## src/rtl/run_sequencer.sv

```systemverilog
// Host-side Start/Ack run initiator: preloads processor data memory, pulses Start,
// then counts Ack-low run cycles until Ack or timeout and reports completion.
module run_sequencer #(
    parameter int unsigned AW        = 8,
    parameter int unsigned DW        = 8,
    parameter int unsigned START_CYC = 2,
    parameter logic [15:0] MAX_CYC   = 16'hFFFF
) (
    input  logic          Clk,
    input  logic          Reset,
    input  logic          Go,
    input  logic [AW-1:0] PreloadLen,
    input  logic [DW-1:0] InData,
    input  logic          InValid,
    output logic          InReady,
    output logic          MemWrEn,
    output logic [AW-1:0] MemAddr,
    output logic [DW-1:0] MemWrData,
    output logic          Start,
    input  logic          Ack,
    output logic          Busy,
    output logic          Done,
    output logic          TimedOut,
    output logic [15:0]   Cycles
);

    localparam int unsigned    SCW       = (START_CYC > 1) ? $clog2(START_CYC) : 1;
    localparam logic [SCW-1:0] StartLast = SCW'(START_CYC - 1);

    typedef enum logic [2:0] {StIdle, StLoad, StStart, StRun, StDone} state_e;

    state_e         stateQ, stateD;
    logic [AW-1:0]  lenQ;
    logic [AW-1:0]  wcQ;
    logic [SCW-1:0] startCntQ;
    logic [15:0]    cyclesQ;
    logic           timedOutQ;
    logic           memWrEnQ;
    logic [AW-1:0]  memAddrQ;
    logic [DW-1:0]  memWrDataQ;

    logic goAccept;
    logic loadXfer;
    logic loadLast;
    logic startLast;
    logic runLimit;

    assign goAccept  = (stateQ == StIdle) && Go;
    assign loadXfer  = (stateQ == StLoad) && InValid;
    assign loadLast  = loadXfer && (wcQ == (lenQ - AW'(1)));
    assign startLast = (stateQ == StStart) && (startCntQ == StartLast);
    assign runLimit  = (cyclesQ == MAX_CYC);

    always_ff @(posedge Clk) begin
        if (Reset) begin
            stateQ <= StIdle;
        end else begin
            stateQ <= stateD;
        end
    end

    always_comb begin
        stateD = stateQ;
        unique case (stateQ)
            StIdle: begin
                if (Go) begin
                    stateD = (PreloadLen != '0) ? StLoad : StStart;
                end
            end
            StLoad: begin
                if (loadLast) begin
                    stateD = StStart;
                end
            end
            StStart: begin
                if (startLast) begin
                    stateD = StRun;
                end
            end
            StRun: begin
                if (Ack || runLimit) begin
                    stateD = StDone;
                end
            end
            StDone:  stateD = StIdle;
            default: stateD = StIdle;
        endcase
    end

    always_comb begin
        InReady   = (stateQ == StLoad);
        Start     = (stateQ == StStart);
        Busy      = (stateQ != StIdle);
        Done      = (stateQ == StDone);
        MemWrEn   = memWrEnQ;
        MemAddr   = memAddrQ;
        MemWrData = memWrDataQ;
        TimedOut  = timedOutQ;
        Cycles    = cyclesQ;
    end

    // Memory writes are registered so InValid never reaches an output combinationally.
    always_ff @(posedge Clk) begin
        if (Reset) begin
            lenQ       <= '0;
            wcQ        <= '0;
            startCntQ  <= '0;
            cyclesQ    <= '0;
            timedOutQ  <= 1'b0;
            memWrEnQ   <= 1'b0;
            memAddrQ   <= '0;
            memWrDataQ <= '0;
        end else begin
            memWrEnQ   <= loadXfer;
            memAddrQ   <= loadXfer ? wcQ : '0;
            memWrDataQ <= loadXfer ? InData : '0;

            if (goAccept) begin
                lenQ      <= PreloadLen;
                wcQ       <= '0;
                cyclesQ   <= '0;
                timedOutQ <= 1'b0;
            end

            if (loadXfer) begin
                wcQ <= wcQ + AW'(1);
            end

            if ((stateQ == StStart) && !startLast) begin
                startCntQ <= startCntQ + SCW'(1);
            end else begin
                startCntQ <= '0;
            end

            // Ack wins over the limit; the limit check comes before the increment.
            if ((stateQ == StRun) && !Ack) begin
                if (runLimit) begin
                    timedOutQ <= 1'b1;
                end else begin
                    cyclesQ <= cyclesQ + 16'd1;
                end
            end
        end
    end

endmodule

```

## config.mk

```make
export PLATFORM = sky130hd
export DESIGN_NAME = run_sequencer
export DESIGN_NICKNAME = d
export VERILOG_FILES = /design/src/rtl/run_sequencer.sv
export SDC_FILE = /design/constraint.sdc
export NUM_CORES = 1
export LEC_CHECK = 0
export CAP_MARGIN = 20
export CORE_ASPECT_RATIO = 2
export CORE_MARGIN = 1.5
export CORE_UTILIZATION = 35
export DETAILED_ROUTE_END_ITERATION = 10
export PLACE_DENSITY = 0.71
export SYNTH_ARGS = -nofsm -noshare
export SYNTH_HDL_FRONTEND = slang
export SYNTH_SLANG_ARGS = --single-unit
```

## constraint.sdc

```tcl
create_clock -name Clk -period 3.6 [get_ports Clk]
set_clock_uncertainty 0.1 [all_clocks]
set_input_delay 0.36 -clock Clk [delete_from_list [all_inputs] [get_ports Clk]]
set_output_delay 0.36 -clock Clk [all_outputs]
set_load 0.02 [all_outputs]
```

==> metrics.md <==
| Metric | Value |
|---|---|
| Power Density | 410 nW/um^2 |
| Initial DRC Count | 74 |
| Area Growth Syn to Fin | 32.3% |
| Post-DP HPWL | 4320 um |
| Synth Instances | ~280 |
| Skew-Pair Late Insertion Delay | 0.29 ns |
| Grt ovf | 0 |
| Final Hold Viols | 0 |
| Post-CTS Setup Inserts | 0 |
| Layout cells sized above 1 | 0.0602 |
| First-pass GRT wire length | 9400 um |
| CP max FO | 8 |
| Fin crit share | 0.662 |
| Clk sinks | 54 |
| Tmin final | 2.38 ns |
| HP Start | startCntQ |
| Crit Reg-Reg Endpoint | Cycles[14] |
| Root Driver | clkbuf_16 |
| Vias in the first global route | ~2.2k |
| Number of synthesized register bits | between 50 and 60 |
| Critical path arrival | about 1.9 ns |
| Die Height | 120 um |
| Top Ports | 59 |
| Core area | ~6600 sq um |
| Crit path required time | approximately 3.1 ns |
| Pre-CTS setup slack | roughly 1.2 ns |
| Slew Limit Fails | 0 |
| Share of synthesized registers carrying an async set or reset | 0 |
| Global Route Usage Sum | 0.167 |
| Leakage dissipation | roughly 0.0011 uW |
| Cts hold-fix bufs | 0 |
| Die area | between 7000 and 8000 sq um |
| Number of synthesized flops with an enable pin | 0 |
| Crit-path slowest cell | clkdlybuf4s50_1 |
| Die width | between 60 and 70 um |
| Yosys top cell area share | 0.448 |
| Setup total negative slack | 0 ns |
| Finished Layout Cells | 420 |
| Avg Inst Size Synth | roughly 8.7 sq um |
| HP Class | reg2reg |
| Post-CTS resize count | 0 |
| Post-synth cell types | 46 |
| Final worst slack | 1.22 ns |
| IO buf count | 58 |
| Fmax | ~0.42 GHz |
| Unrepaired setup endpoints after global routing | no |
| R2r worst-path depth | 6 |
| Routed WL per cell | approximately 14 um |
| Setup crit start kind | flip-flop |
| Final RePlAce weighted congestion | 0.769 |
| Clock Path Buffers | 2 |
| Nature of the critical path endpoint | primary output |
| Largest net degree at the start of global routing | 37 |
| Vias | roughly 2.2k |
| Rows | between 40 and 50 |
| Final setup viols | 0 |
| Worst Setup EP | InReady |
| Fillers | between 600 and 700 |
| Via density per instance | ~5.3 |
| CP Launch Point | stateQ[0] |
| R2r setup slk | ~1.3 ns |
| Dpl cells | ~410 |
| Fin util | 0.482 |
| CP peak stage delay | around 0.70 ns |
| Drt first pass iters | 4 |
| Final wirelength | ~6000 um |
| Initial core utilization | 0.365 |
| Yosys top cell by area | dfxtp_1 |
| Worst vdd ir | around 0.31 mV |
| Max-cap violations | 0 |
| Status | completed |
| CP Class | reg2out |
| Antenna violations before repair | 0 |
| Ys flop type | dfxtp_1 |
| ANT cells | 0 |
| CTS clk-pin slew, worst paths | approximately 0.060 ns |
| Final ANT Viol Nets | 0 |
| Synthesized Nets | approximately 300 |
| Slew headroom | 0.447 |
| Total CTS buffers | 5 |
| Synth top area cells | dfxtp_1 45%, nor2_1 4.8%, and2_1 4.7% |
| DRC | 0 |
| Register area share after synthesis | 0.448 |
| CP cell instances | nor3b_1, clkdlybuf4s50_1 |
| Final nets | approximately 360 |
| Worst-Margin Slew | approximately 0.83 ns |
| Syn Std Cell Area | between 2000 and 2500 sq um |
| Yosys warns | 0 |
| H-tree levels | 2 |
| TritonCTS clock tree | done |
| R2R Path Start | Cycles[0] |
==> routing by layer <==
| metal | vias to the layer above | part of all wire | GRT usage | routed length (um) |
|---|---|---|---|---|
| met4 | 0 | 0.042 | 0.0984 | 244 |
| met5 | - | 0 | 0 | 0 |
| met2 | 72 | 0.54 | 0.301 | 3190 |
| li1 | 1086 | - | - | - |
| met1 | 1042 | 0.37 | 0.166 | 2150 |
| met3 | 16 | 0.045 | 0.0278 | 266 |
==> worst max-delay path, delay by kind of cell (launching register included) <==
family	cells	cell delay, ns
buffers and inverters	1	0.70
flip-flops	1	0.48
AND/OR/NAND/NOR	1	0.46
==> Yosys cell counts (2+ instances only) <==
master	number
and3_1	5
a211oi_1	2
nand2_1	28
or4_1	3
o31ai_1	5
and2_1	18
nand2b_1	2
a21oi_1	22
a22oi_1	2
nand4_1	7
nand3b_1	2
a31oi_1	2
o21ai_0	3
inv_1	8
nor3_1	6
clkbuf_1	10
or2_2	3
dfxtp_1	54
nor4_1	2
ha_1	3
xor2_1	5
a311oi_1	2
nor3b_1	3
nor2_1	31
xnor2_1	12
mux2_2	2
nand3_1	17
==> report_power, final <==
group	internal (uW)	total, uW	switching (uW)
Sequential	616	640	23.5
Combinational	96.3	215	119
Clock	251	454	203
Total	964	1310	345
==> registers in the layout (all words and copies together), names as in the netlist <==
name,cells
TimedOut,1
startCntQ,1
lenQ,8
wcQ,8
Cycles,16
MemWrData,8
MemAddr,8
stateQ,3
MemWrEn,1
==> layout make-up <==
| type | count | area [sq um] | area share |
|---|---|---|---|
| Clock inverter | 2 | 10.0 | 0.00313 |
| Multi-Input combinational cell | 204 | 1250 | 0.391 |
| Clock buffer | 5 | 125 | 0.0392 |
| Timing Repair Buffer | 59 | 588 | 0.184 |
| Sequential cell | 54 | 1080 | 0.339 |
| Inverter | 8 | 30.0 | 0.00940 |
| Tap cell | 88 | 110 | 0.0345 |
==> cells in the final DEF, fill, tap and decap left out, types with 2 or more instances in the layout <==
| cell type | Yosys | layout |
|---|---|---|
| nand3b_1 | 2 | 2 |
| nor4_1 | 2 | 2 |
| nor2_1 | 31 | 31 |
| nand3_1 | 17 | 17 |
| clkinv_2 | 0 | 2 |
| a22oi_1 | 2 | 2 |
| dfxtp_1 | 54 | 54 |
| nor3_1 | 6 | 6 |
| o31ai_1 | 5 | 5 |
| inv_1 | 8 | 8 |
| nand4_1 | 7 | 7 |
| ha_1 | 3 | 3 |
| xor2_1 | 5 | 5 |
| or2_2 | 3 | 3 |
| and3_1 | 5 | 5 |
| a31oi_1 | 2 | 2 |
| xnor2_1 | 12 | 12 |
| mux2_2 | 2 | 2 |
| a311oi_1 | 2 | 2 |
| a211oi_1 | 2 | 2 |
| o21ai_0 | 3 | 3 |
| clkdlybuf4s50_1 | 0 | 58 |
| clkbuf_16 | 0 | 5 |
| nor3b_1 | 3 | 3 |
| nand2_1 | 28 | 28 |
| or4_1 | 3 | 3 |
| a21oi_1 | 22 | 22 |
| nand2b_1 | 2 | 2 |
| and2_1 | 18 | 18 |
==> worst min path at each step <==
stage	endpoint	slack, ns	depth (start not counted)
after floorplan	startCntQ	0.30	1
after global placement	startCntQ	0.31	1
after detailed placement	startCntQ	0.31	1
after CTS	startCntQ	0.32	1
after global routing	startCntQ	0.33	1
final	startCntQ	0.32	1
==> cell families after synthesis <==
logic type	Yosys count	synth area share
AOI/OAI and AO/OA	46	0.131
xor gates and xnor gates	17	0.0617
adders and majority gates	3	0.0156
buffers and inverters	20	0.0347
DFF	54	0.448
muxes	3	0.0135
and+or+nand+nor	135	0.296
==> stage by stage <==
step	total power [uW]	hold slack (ns)	cell area [sq um]
floorplan	791	0.298	2410
global placement	861	0.307	3060
detailed placement	866	0.314	3060
CTS	1320	0.323	3190
global route	1360	0.333	3190
finish	1310	0.322	3190
Note: power is estimated with default switching activity, not from simulation.
